### src/rtl/ixc_osftbc_pkg.sv
// Shared constants and helpers for the osfTbc register pipeline.
// Provides the parameter limits, the default geometry and the fill-counter sizing function.
package ixc_osftbc_pkg;

  localparam int DEPTH_MAX = 8;
  localparam int CH_MAX    = 32;

  localparam int CH_DEF    = 4;
  localparam int DEPTH_DEF = 2;
  localparam int CNT_W_DEF = 8;

  // Fill counter must represent 0..DEPTH inclusive.
  function automatic int fillWidth(input int depth);
    return $clog2(depth + 1);
  endfunction

endpackage

### src/rtl/ixc_osftbc_pipe_if.sv
// Bundle of the per-channel data, control and status signals of the osfTbc pipeline.
// The master drives data and control; the slave is the pipeline itself.
interface ixc_osftbc_pipe_if
  import ixc_osftbc_pkg::*;
#(
  parameter int CH    = CH_DEF,
  parameter int CNT_W = CNT_W_DEF
) ();

  logic [CH-1:0]       osfTbcI;
  logic                en;
  logic [CH-1:0]       hold;
  logic                flush;
  logic                cnt_clr;
  logic [CH-1:0]       osfTbcO;
  logic [CH-1:0]       osfTbcRise;
  logic [CH*CNT_W-1:0] rise_cnt;
  logic                valid;

  modport master (
    output osfTbcI, en, hold, flush, cnt_clr,
    input  osfTbcO, osfTbcRise, rise_cnt, valid
  );

  modport slave (
    input  osfTbcI, en, hold, flush, cnt_clr,
    output osfTbcO, osfTbcRise, rise_cnt, valid
  );

endinterface

### src/rtl/ixc_osftbc_chan.sv
// One osfTbc channel: a DEPTH-stage shift chain, a registered rise detector on the
// last stage and a saturating rise counter.
module ixc_osftbc_chan
  import ixc_osftbc_pkg::*;
#(
  parameter int DEPTH = DEPTH_DEF,
  parameter int CNT_W = CNT_W_DEF
) (
  input  logic             clk,
  input  logic             rst_n,
  input  logic             din,
  input  logic             advance,
  input  logic             flush,
  input  logic             cntClr,
  output logic             dout,
  output logic             rise,
  output logic [CNT_W-1:0] riseCnt
);

  logic [DEPTH-1:0] stages;
  logic [DEPTH-1:0] shifted;

  // Next chain contents on an advancing edge; handles DEPTH=1 without a negative index.
  always_comb begin
    shifted    = '0;
    shifted[0] = din;
    for (int k = 1; k < DEPTH; k++) begin
      shifted[k] = stages[k-1];
    end
  end

  // Rise is decided from the value the last stage is about to take, so the pulse
  // lines up with the first cycle dout shows 1; flush clears to 0 and never pulses.
  always_ff @(posedge clk or negedge rst_n) begin
    if (!rst_n) begin
      stages <= '0;
      rise   <= 1'b0;
    end else if (flush) begin
      stages <= '0;
      rise   <= 1'b0;
    end else if (advance) begin
      stages <= shifted;
      rise   <= shifted[DEPTH-1] & ~stages[DEPTH-1];
    end else begin
      rise   <= 1'b0;
    end
  end

  // Clear wins over a coincident rise; the counter sticks at all-ones.
  always_ff @(posedge clk or negedge rst_n) begin
    if (!rst_n) begin
      riseCnt <= '0;
    end else if (cntClr) begin
      riseCnt <= '0;
    end else if (rise && (riseCnt != '1)) begin
      riseCnt <= riseCnt + CNT_W'(1);
    end
  end

  assign dout = stages[DEPTH-1];

endmodule

### src/rtl/ixc_osftbc_pipe.sv
// Multi-channel osfTbc register pipeline: CH independent channels plus a shared
// fill counter that reports when the chain holds DEPTH advanced samples.
(* always_on = "true" *)
module ixc_osftbc_pipe
  import ixc_osftbc_pkg::*;
#(
  parameter int CH    = CH_DEF,
  parameter int DEPTH = DEPTH_DEF,
  parameter int CNT_W = CNT_W_DEF
) (
  input logic               clk,
  input logic               rst_n,
  ixc_osftbc_pipe_if.slave  bus
);

  localparam int FILL_W = fillWidth(DEPTH);

  logic [FILL_W-1:0]   fillCnt;
  logic [CH-1:0]       outBits;
  logic [CH-1:0]       riseBits;
  logic [CH*CNT_W-1:0] cntBits;

  for (genvar i = 0; i < CH; i++) begin : gChan
    ixc_osftbc_chan #(
      .DEPTH (DEPTH),
      .CNT_W (CNT_W)
    ) uChan (
      .clk     (clk),
      .rst_n   (rst_n),
      .din     (bus.osfTbcI[i]),
      .advance (bus.en & ~bus.hold[i]),
      .flush   (bus.flush),
      .cntClr  (bus.cnt_clr),
      .dout    (outBits[i]),
      .rise    (riseBits[i]),
      .riseCnt (cntBits[i*CNT_W +: CNT_W])
    );
  end

  // Fill tracks global advances only; a held channel still counts as filled.
  always_ff @(posedge clk or negedge rst_n) begin
    if (!rst_n) begin
      fillCnt <= '0;
    end else if (bus.flush) begin
      fillCnt <= '0;
    end else if (bus.en && (fillCnt != FILL_W'(DEPTH))) begin
      fillCnt <= fillCnt + FILL_W'(1);
    end
  end

  assign bus.osfTbcO    = outBits;
  assign bus.osfTbcRise = riseBits;
  assign bus.rise_cnt   = cntBits;
  assign bus.valid      = (fillCnt == FILL_W'(DEPTH));

endmodule
### src/flat_wrapper.sv
// flat-port wrapper written by rule: the top's interface ports become plain ports
module ixc_osftbc_pipe_flat import ixc_osftbc_pkg::*;
#(
  parameter int CH    = CH_DEF,
  parameter int DEPTH = DEPTH_DEF,
  parameter int CNT_W = CNT_W_DEF
)
  (clk, rst_n, bus_osfTbcI, bus_en, bus_hold, bus_flush, bus_cnt_clr, bus_osfTbcO, bus_osfTbcRise, bus_rise_cnt, bus_valid);
  ixc_osftbc_pipe_if #(.CH(CH), .CNT_W(CNT_W)) bus_i ();
  input logic clk;
  input logic rst_n;
  input wire logic [$bits(bus_i.osfTbcI)-1:0] bus_osfTbcI;
  input wire logic [$bits(bus_i.en)-1:0] bus_en;
  input wire logic [$bits(bus_i.hold)-1:0] bus_hold;
  input wire logic [$bits(bus_i.flush)-1:0] bus_flush;
  input wire logic [$bits(bus_i.cnt_clr)-1:0] bus_cnt_clr;
  output wire logic [$bits(bus_i.osfTbcO)-1:0] bus_osfTbcO;
  output wire logic [$bits(bus_i.osfTbcRise)-1:0] bus_osfTbcRise;
  output wire logic [$bits(bus_i.rise_cnt)-1:0] bus_rise_cnt;
  output wire logic [$bits(bus_i.valid)-1:0] bus_valid;
  assign bus_i.osfTbcI = bus_osfTbcI;
  assign bus_i.en = bus_en;
  assign bus_i.hold = bus_hold;
  assign bus_i.flush = bus_flush;
  assign bus_i.cnt_clr = bus_cnt_clr;
  assign bus_osfTbcO = bus_i.osfTbcO;
  assign bus_osfTbcRise = bus_i.osfTbcRise;
  assign bus_rise_cnt = bus_i.rise_cnt;
  assign bus_valid = bus_i.valid;
  ixc_osftbc_pipe #(.CH(CH), .DEPTH(DEPTH), .CNT_W(CNT_W)) u_core (.clk(clk), .rst_n(rst_n), .bus(bus_i));
endmodule
### config.mk
export PLATFORM = sky130hd
export DESIGN_NAME = ixc_osftbc_pipe_flat
export DESIGN_NICKNAME = d
export VERILOG_FILES = /design/src/rtl/ixc_osftbc_pkg.sv /design/src/rtl/ixc_osftbc_pipe_if.sv /design/src/rtl/ixc_osftbc_chan.sv /design/src/rtl/ixc_osftbc_pipe.sv /design/src/flat_wrapper.sv
export SDC_FILE = /design/constraint.sdc
export NUM_CORES = 1
export LEC_CHECK = 0
export BUFFER_PORTS_ARGS = -buffer_cell sky130_fd_sc_hd__buf_4
export CAP_MARGIN = 40
export CORE_MARGIN = 3
export CORE_UTILIZATION = 54
export CTS_CLUSTER_DIAMETER = 120
export DETAILED_ROUTE_END_ITERATION = 16
export GPL_TIMING_DRIVEN = 0
export HOLD_SLACK_MARGIN = 0.1
export PLACE_DENSITY_LB_ADDON = 0.12
export SYNTH_ARGS = -nofsm -noshare
export SYNTH_HDL_FRONTEND = slang
export SYNTH_SLANG_ARGS = --single-unit
### constraint.sdc
create_clock -name clk -period 1.8 [get_ports clk]
set_input_delay 0.27 -clock clk [delete_from_list [all_inputs] [get_ports clk]]
set_output_delay 0.27 -clock clk [all_outputs]
set_load 0.01 [all_outputs]
==> results of run 1 <==
==> routing by layer <==
metal | share of wire | up-vias | routed length (um) | global-route usage
met5 | 0 | - | 0 | 0
met2 | 0.48 | 60 | 2670 | 0.326
met4 | 0.018 | 0 | 98 | 0.0711
met1 | 0.44 | 989 | 2440 | 0.292
li1 | - | 987 | - | -
met3 | 0.056 | 11 | 309 | 0.0486
==> logic make-up after synthesis <==
kind of cell | synth area share
compound gates | 0.132
fa+ha+maj | 0.0246
buf+inv | 0.0503
flops | 0.453
mux | 0.108
simple gates | 0.232
==> timing repair <==
action                                 CTS  global route
endpoints found under the hold margin   46             0
hold buffers                             1             0
setup endpoints to repair                0             1
gates resized for setup                  0             1
==> state kept, by name, summed over array words and instances (netlist names) <==
register and count:
u_core.fillCnt 2, u_core.gChan.uChan.rise 4, u_core.gChan.uChan.riseCnt 32, u_core.gChan.uChan.stages 8
==> worst max path at each step <==
| stage | end | cells after the start | slack [ps] |
|---|---|---|---|
| final | u_core.gChan[2].uChan.riseCnt[5] | 4 | 90 |
| after global routing | u_core.gChan[2].uChan.riseCnt[5] | 4 | 40 |
| after CTS | u_core.gChan[2].uChan.riseCnt[0] | 4 | 110 |
| after detailed placement | u_core.gChan[2].uChan.riseCnt[0] | 4 | 120 |
| after global placement | u_core.gChan[2].uChan.riseCnt[5] | 4 | 130 |
| after floorplan | u_core.gChan[2].uChan.riseCnt[5] | 4 | 190 |
==> critical path: stages (launching register included) <==
cell	delay, ps
dfrtp_1	450
ha_1	280
and4_1	250
a211oi_1	260
mux2_2	360
==> area by class of cell <==
type | instances | area, sq um | area share
plain buffers | 17 | 116 | 0.0375
clock buffers | 7 | 86.3 | 0.0279
clock inverters | 1 | 5.00 | 0.00161
inverters | 3 | 11.3 | 0.00363
multi-input cells | 171 | 1260 | 0.408
flip-flops and latches | 46 | 1150 | 0.371
well taps | 52 | 65.1 | 0.0210
repair buffers | 53 | 400 | 0.129
==> where the power goes <==
| part | switching, mW | internal, mW | leakage, nW |
|---|---|---|---|
| combinational | 0.0754 | 0.0593 | 0.797 |
| clock | 0.346 | 0.310 | 0.0482 |
| sequential | 0.00928 | 1.04 | 0.639 |
| total | 0.431 | 1.41 | 1.48 |
==> cell usage after synthesis, drive strengths merged <==
cell	count
clkbuf	2
a21boi	5
a31oi	3
dfrtp	46
a311oi	4
nand3	6
mux2	11
a41oi	4
and3	9
inv	3
a21oi	18
nor3	8
buf	15
nand2b	14
and4	8
nand4	4
nor3b	1
o21bai	1
nor4b	7
nor2	19
nor2b	12
a211oi	9
nand2	8
and4b	1
mux2i	12
ha	5
and2b	1
nor4bb	1
==> through the flow <==
step | power, mW | setup WS [ps] | area [sq um]
4_1_cts | 1.87 | 111 | 3100
3_3_place_gp | 1.20 | 132 | 2990
2_1_floorplan | 1.14 | 192 | 2540
3_5_place_dp | 1.21 | 122 | 2990
6_report | 1.84 | 86.0 | 3100
5_1_grt | 1.93 | 41.7 | 3100
==> flow_metrics.tcl, run 1 <==
set metrics [dict create \
    syn_area_per_cell_sq_um 10.7 \
    rows 24 \
    status "finished, final reports clean" \
    fin_crit_ps 1710 \
    drive_gt1_frac 0.322 \
    startpoint "u_core.gChan[2].uChan.riseCnt[0]" \
    die_y_um 74.6 \
    synth_cell_types 39 \
    final_util 0.697 \
    io_pins 54 \
    crit_type "flip-flop to flip-flop" \
    relSlewSlack 0.616 \
    vdd_drop_max_v 0.000420 \
    core_sq_mm 0.00444 \
    synth_fp_nets 255 \
    final_cell_mix "buf_4, dfrtp_1, nor2_1" \
    fillers 367 \
    reg2reg_depth 4 \
    r2r_setup_slack_ps 90 \
    holdPathEnd "u_core.gChan[1].uChan.rise" \
    num_vias 2047 \
    synth-seq-area-share 0.453 \
    rsz0062_at_grt "false" \
    routed_wl_um 5520 \
    drtIter0Drc 76 \
    startpoint_type "flip-flop" \
    clock-sinks 46 \
    clock_path_buffers 2 \
    numCtsBuffers 5 \
    firstDrtPassIters 4 \
    die_w_um 74.6 \
    period_share 0.952 \
    final_common_cell "buf_4" \
    grt_pass1_wl_um 9060 \
    cts.htree.levels 2 \
    drcViolationCount 0 \
    dieArea_sq_mm 0.00556 \
    maxCapViolCount 0 \
    start_util 0.571 \
    leakage_nw 1.48 \
    syn_inst 237 \
    maxSlewViolCount 0 \
    required_ps 1990 \
    path_max_fanout 5 \
    stdcell_count 350 \
    clkTransAtPathRegs_ps 80 \
    hold_ws_ps 123 \
    antenna_left 0 \
    root_buffer "clkbuf_8" \
    cts_setup_buffers 0 \
    yosys-top-cells-area "dfrtp_1, mux2i_1, mux2_4, nand2b_1, a21oi_1" \
    routedWlPerCell_um 15.8 \
    dp_hpwl_um 3830 \
    cts_tree "done" \
    cp_data_arrival_time_ps 1910 \
    min_path_cells 2 \
    fmax_ghz 0.583 \
    ys_ff_latch 46 \
    tns_ps 0 \
    grt_max_degree 47 \
    min-delay-start "bus_hold[1]" \
    io_buffers 52 \
    antenna_cells 0 \
    reg2reg_to "u_core.gChan[2].uChan.riseCnt[5]" \
    dp.cells 341 \
    hold_violations 0 \
    hp-class "primary input to flip-flop" \
    worst_pin_slew_ps 576 \
    synth_top_area_frac 0.453 \
    syn_to_final_growth_pct 22.1 \
    grt_use_total 0.211 \
    reg2reg_from "u_core.gChan[2].uChan.riseCnt[0]" \
    overflow 0 \
    netlist_area_sq_mm 0.00254 \
    grt_pass1_vias 1916 \
    setup_viol 0 \
    antenna_found_initial 0 \
    clock_skew_ps 3.38 \
    place_congestion 0.779 \
    fin_nets 315 \
    synth.largest_area_cell "dfrtp_1" \
    synth_warnings 0 \
    viasPerCell 5.85 \
    endpoint_kind "flip-flop" \
    p_per_area_mw_per_mm2 595 \
    clk_latency_ps 300 \
]
(Power assumes the default switching activity.)
==> run 2: changes to the inputs <==
Settings changed: PLACE_DENSITY set to 0.77, PLACE_DENSITY_LB_ADDON 0.12 to unset.
==> flow_metrics.tcl, run 2 (synthesis gave the netlist of run 1 again) <==
set metrics [dict create \
    status "finished, final reports clean" \
    hp-class "primary input to flip-flop" \
    drive_gt1_frac 0.322 \
    fin_nets 315 \
    pwr-share-comb 0.069 \
    routed_wl_um 5290 \
    required_ps 1990 \
    grt_pass1_wl_um 8540 \
    grt_max_degree 47 \
    power_switching_uw 430 \
    rows 24 \
    syn_to_final_growth_pct 22.7 \
    switching_share 0.224 \
    dieArea_sq_mm 0.00556 \
    final_common_cell "buf_4" \
    clk_latency_ps 300 \
    largest_reg_flops 32 \
    crit_type "flip-flop to flip-flop" \
    drtIter0Drc 67 \
    numCtsBuffers 5 \
    io_buffers 52 \
    cts.htree.levels 2 \
    rsz0062_at_grt "false" \
    relSlewSlack 0.617 \
    clock-sinks 46 \
    grt_pass1_vias 1885 \
    hold_violations 0 \
    wl_met2_um 2550 \
    final_cell_mix "buf_4, dfrtp_1, nor2_1" \
    antenna_cells 0 \
    startpoint_type "flip-flop" \
    drcViolationCount 0 \
    clkTransAtPathRegs_ps 80 \
    root_buffer "clkbuf_8" \
    viasPerCell 5.79 \
    num_vias 2025 \
    vdd_drop_max_v 0.000490 \
    final_util 0.701 \
    cts_tree "done" \
    routedWlPerCell_um 15.1 \
    p_per_area_mw_per_mm2 617 \
    maxCapViolCount 0 \
    io_pins 54 \
    antenna_left 0 \
    regMostFlops "u_core.gChan.uChan.riseCnt" \
    setup_viol 0 \
    dp_hpwl_um 3750 \
    fillers 346 \
    endpoint_kind "flip-flop" \
    firstDrtPassIters 4 \
    clkPwrFrac 0.383 \
    worst_pin_slew_ps 574 \
    wirelength_met1_um 2410 \
    fmax_ghz 0.585 \
    path_max_fanout 5 \
    grt_use_total 0.198 \
    period_share 0.950 \
    maxSlewViolCount 0 \
    tns_ps 0 \
    stdcell_count 350 \
    top_regs "u_core.gChan.uChan.riseCnt (32), u_core.gChan.uChan.stages (8), u_core.gChan.uChan.rise (4)" \
    die_y_um 74.6 \
    core_sq_mm 0.00444 \
    clock_skew_ps 8.60 \
    start_util 0.571 \
    place_congestion 0.852 \
    routed.top_layer "met4" \
    power_mw 1.92 \
    internal_power_mw 1.49 \
    power_frac_seq 0.548 \
    die_w_um 74.6 \
    overflow 0 \
    dp.cells 341 \
    wl_met3_um 258 \
    fin_crit_ps 1710 \
    clock_path_buffers 2 \
    cts_setup_buffers 0 \
    cp_data_arrival_time_ps 1900 \
    leakage_nw 1.49 \
    antenna_found_initial 0 \
]
## run 2: cell types whose count changed in the layout (fill, tap and decap cells not counted), sizes merged
cell / change
clkinv: -1
clkbuf: +1
## run 2: final timing paths
kind | from | to | slack, ps | cells past startpoint
setup / recovery | u_core.gChan[2].uChan.riseCnt[0] | u_core.gChan[2].uChan.riseCnt[0] | 90 | 4
hold / removal | bus_hold[3] | u_core.gChan[3].uChan.rise | 120 | 2
setup reg to reg | u_core.gChan[2].uChan.riseCnt[0] | u_core.gChan[2].uChan.riseCnt[0] | 90 | 4
hold reg to reg | u_core.gChan[3].uChan.stages[1] | u_core.gChan[3].uChan.rise | 480 | 1
max in group asynchronous | rst_n | u_core.gChan[2].uChan.stages[0] | 900 | 2
min in group asynchronous | rst_n | u_core.gChan[1].uChan.riseCnt[7] | 500 | 2
## run 2: timing repair
action	CTS	global route
endpoints found under the hold margin	46	0
gates resized for setup	0	0
hold buffers	1	0
## run 2: metrics by stage
stage          hold slack (ps)  instance area, sq um  setup slack (ps)
3_5_place_dp               311                  2990               109
6_report                   119                  3110              89.4
5_1_grt                    110                  3110              18.2
4_1_cts                    111                  3110              84.0
3_3_place_gp               316                  2990              97.6
2_1_floorplan            -25.6                  2540               192
## run 2: cell type report
class | count | area, sq um | area share
clock buffers | 8 | 110 | 0.0354
inverters | 3 | 11.3 | 0.00362
repair buffers | 53 | 400 | 0.129
plain buffers | 17 | 116 | 0.0374
well taps | 52 | 65.1 | 0.0209
flip-flops and latches | 46 | 1150 | 0.370
multi-input cells | 171 | 1260 | 0.405
## run 2: per-layer routing
metal  up-vias  global-route usage
met1       977               0.253
li1        990                   -
met4         0              0.0731
met5         -                   0
met2        53               0.328
met3         5              0.0473
## run 2: power groups by stage
stage / Combinational (mW) / Sequential, mW / Clock, mW
final: 0.132 / 1.05 / 0.736
after global placement: 0.131 / 1.07 / 0
after detailed placement: 0.134 / 1.07 / 0
after global routing: 0.149 / 1.05 / 0.790
after CTS: 0.136 / 1.05 / 0.753
after floorplan: 0.0687 / 1.07 / 0
## run 2: worst max-delay path: stages, from the launching register on
cell and delay (ps):
dfrtp_1 440, ha_1 270, and4_1 250, a21boi_1 270
mux2_2 370
==> run 3: changes to the inputs <==
Settings changed: CORE_UTILIZATION 54 to 58, PLACE_DENSITY 0.77 to 0.82.
Clock period 1.8 ns to 2.21 ns, I/O delays scaled along.
==> flow_metrics.tcl, run 3 (synthesis gave the netlist of run 1 again) <==
set metrics [dict create \
    maxSlewViolCount 0 \
    clkPwrFrac 0.443 \
    p_per_area_mw_per_mm2 552 \
    crit_type "flip-flop to flip-flop" \
    switching_share 0.205 \
    die_y_um 72.2 \
    cts_tree "done" \
    setup_viol 0 \
    dp.cells 339 \
    die_w_um 72.2 \
    startpoint_type "flip-flop" \
    power_frac_seq 0.494 \
    path_max_fanout 5 \
    period_share 0.759 \
    routedWlPerCell_um 15.5 \
    routed_wl_um 5390 \
    start_util 0.617 \
    vdd_drop_max_v 0.000372 \
    worst_pin_slew_ps 593 \
    clock-sinks 46 \
    crit_family "flip-flops" \
    relSlewSlack 0.604 \
    final_common_cell "buf_4" \
    regMostFlops "u_core.gChan.uChan.riseCnt" \
    grt_pass1_vias 2001 \
    final_cell_mix "buf_4, dfrtp_1, nor2_1" \
    fmax_ghz 0.596 \
    root_buffer "clkbuf_8" \
    fin_nets 315 \
    antenna_left 0 \
    clkTransAtPathRegs_ps 80 \
    maxCapViolCount 0 \
    core_sq_mm 0.00412 \
    grt_max_degree 47 \
    worst_path_max_delay_cell "dfrtp_1" \
    power_switching_uw 356 \
    cts.htree.levels 2 \
    fillers 294 \
    drive_gt1_frac 0.322 \
    status "finished, final reports clean" \
    leakage_nw 1.51 \
    largest_reg_flops 32 \
    hold_violations 0 \
    final_util 0.764 \
    grt_pass1_wl_um 9000 \
    clock_skew_ps 9.39 \
    antenna_cells 0 \
    numCtsBuffers 5 \
    hold_ws_ps 196 \
    top_regs "u_core.gChan.uChan.riseCnt (32), u_core.gChan.uChan.stages (8), u_core.gChan.uChan.rise (4)" \
    cp_cell_sequence "ha_1 > and4_1 > a211oi_1 > mux2_2" \
    internal_power_mw 1.38 \
    dieArea_sq_mm 0.00521 \
    hp-class "primary input to flip-flop" \
    dp_hpwl_um 3820 \
    drcViolationCount 0 \
    stdcell_count 348 \
    endpoint_kind "flip-flop" \
    rows 23 \
    tns_ps 0 \
    rsz0062_at_grt "false" \
    cp_slowest_stage_delay_ps 430 \
    overflow 0 \
    firstDrtPassIters 4 \
    viasPerCell 5.92 \
    pwr-share-comb 0.063 \
    required_ps 2390 \
    clock_path_buffers 2 \
    antenna_found_initial 0 \
    cp_data_arrival_time_ps 1860 \
    drtIter0Drc 55 \
    syn_to_final_growth_pct 23.9 \
    num_vias 2059 \
    io_buffers 52 \
    clk_latency_ps 300 \
    grt_use_total 0.219 \
    place_congestion 0.834 \
    cts_setup_buffers 0 \
    fin_crit_ps 1680 \
    timing.critical_path.buf_inv 0 \
    io_pins 54 \
]
[run 3: final timing paths]
check                                                 startpoint                                to  slack [ps]  cells after the start
worst max-delay path            u_core.gChan[2].uChan.riseCnt[0]  u_core.gChan[2].uChan.riseCnt[5]         530                      4
worst min-delay path                                 bus_hold[3]        u_core.gChan[3].uChan.rise         200                      2
worst max register to register  u_core.gChan[2].uChan.riseCnt[0]  u_core.gChan[2].uChan.riseCnt[5]         530                      4
worst min register to register   u_core.gChan[1].uChan.stages[1]        u_core.gChan[1].uChan.rise         480                      1
max in group asynchronous                                  rst_n   u_core.gChan[3].uChan.stages[1]        1200                      2
min in group asynchronous                                  rst_n  u_core.gChan[1].uChan.riseCnt[5]         580                      2
[run 3: what timing repair did]
item                      in CTS  in global routing
hold endpoints to repair      46                  0
resized for setup              0                  0
hold buffers                   1                  0
[run 3: metal layers]
layer / up-vias / share of wire / track usage
li1: 983 / - / -
met1: 1020 / 0.45 / 0.282
met2: 50 / 0.49 / 0.358
met3: 6 / 0.049 / 0.0526
met4: 0 / 0.013 / 0.0835
met5: - / 0 / 0
[run 3: power by group through the flow]
stage | sequential [mW] | combinational, mW | clock (mW)
after floorplan | 0.873 | 0.0560 | 0
after global placement | 0.874 | 0.106 | 0
after detailed placement | 0.874 | 0.110 | 0
after CTS | 0.857 | 0.112 | 0.779
after global routing | 0.859 | 0.123 | 0.808
final | 0.858 | 0.110 | 0.769
[run 3: area by class of cell]
class,instances,area [sq um],area share
repair buffers,53,400,0.127
multi-input cells,171,1260,0.401
clock inverters,2,60.1,0.0191
clock buffers,6,82.6,0.0263
well taps,50,62.6,0.0199
flip-flops and latches,46,1150,0.366
plain buffers,17,116,0.0370
inverters,3,11.3,0.00358
[run 3: per-stage QoR]
step	area [sq um]	power (mW)	worst slack (ps)
3_5_place_dp	2990	0.984	561
5_1_grt	3140	1.79	457
4_1_cts	3140	1.75	541
6_report	3140	1.74	533
3_3_place_gp	2990	0.980	560
2_1_floorplan	2540	0.929	602
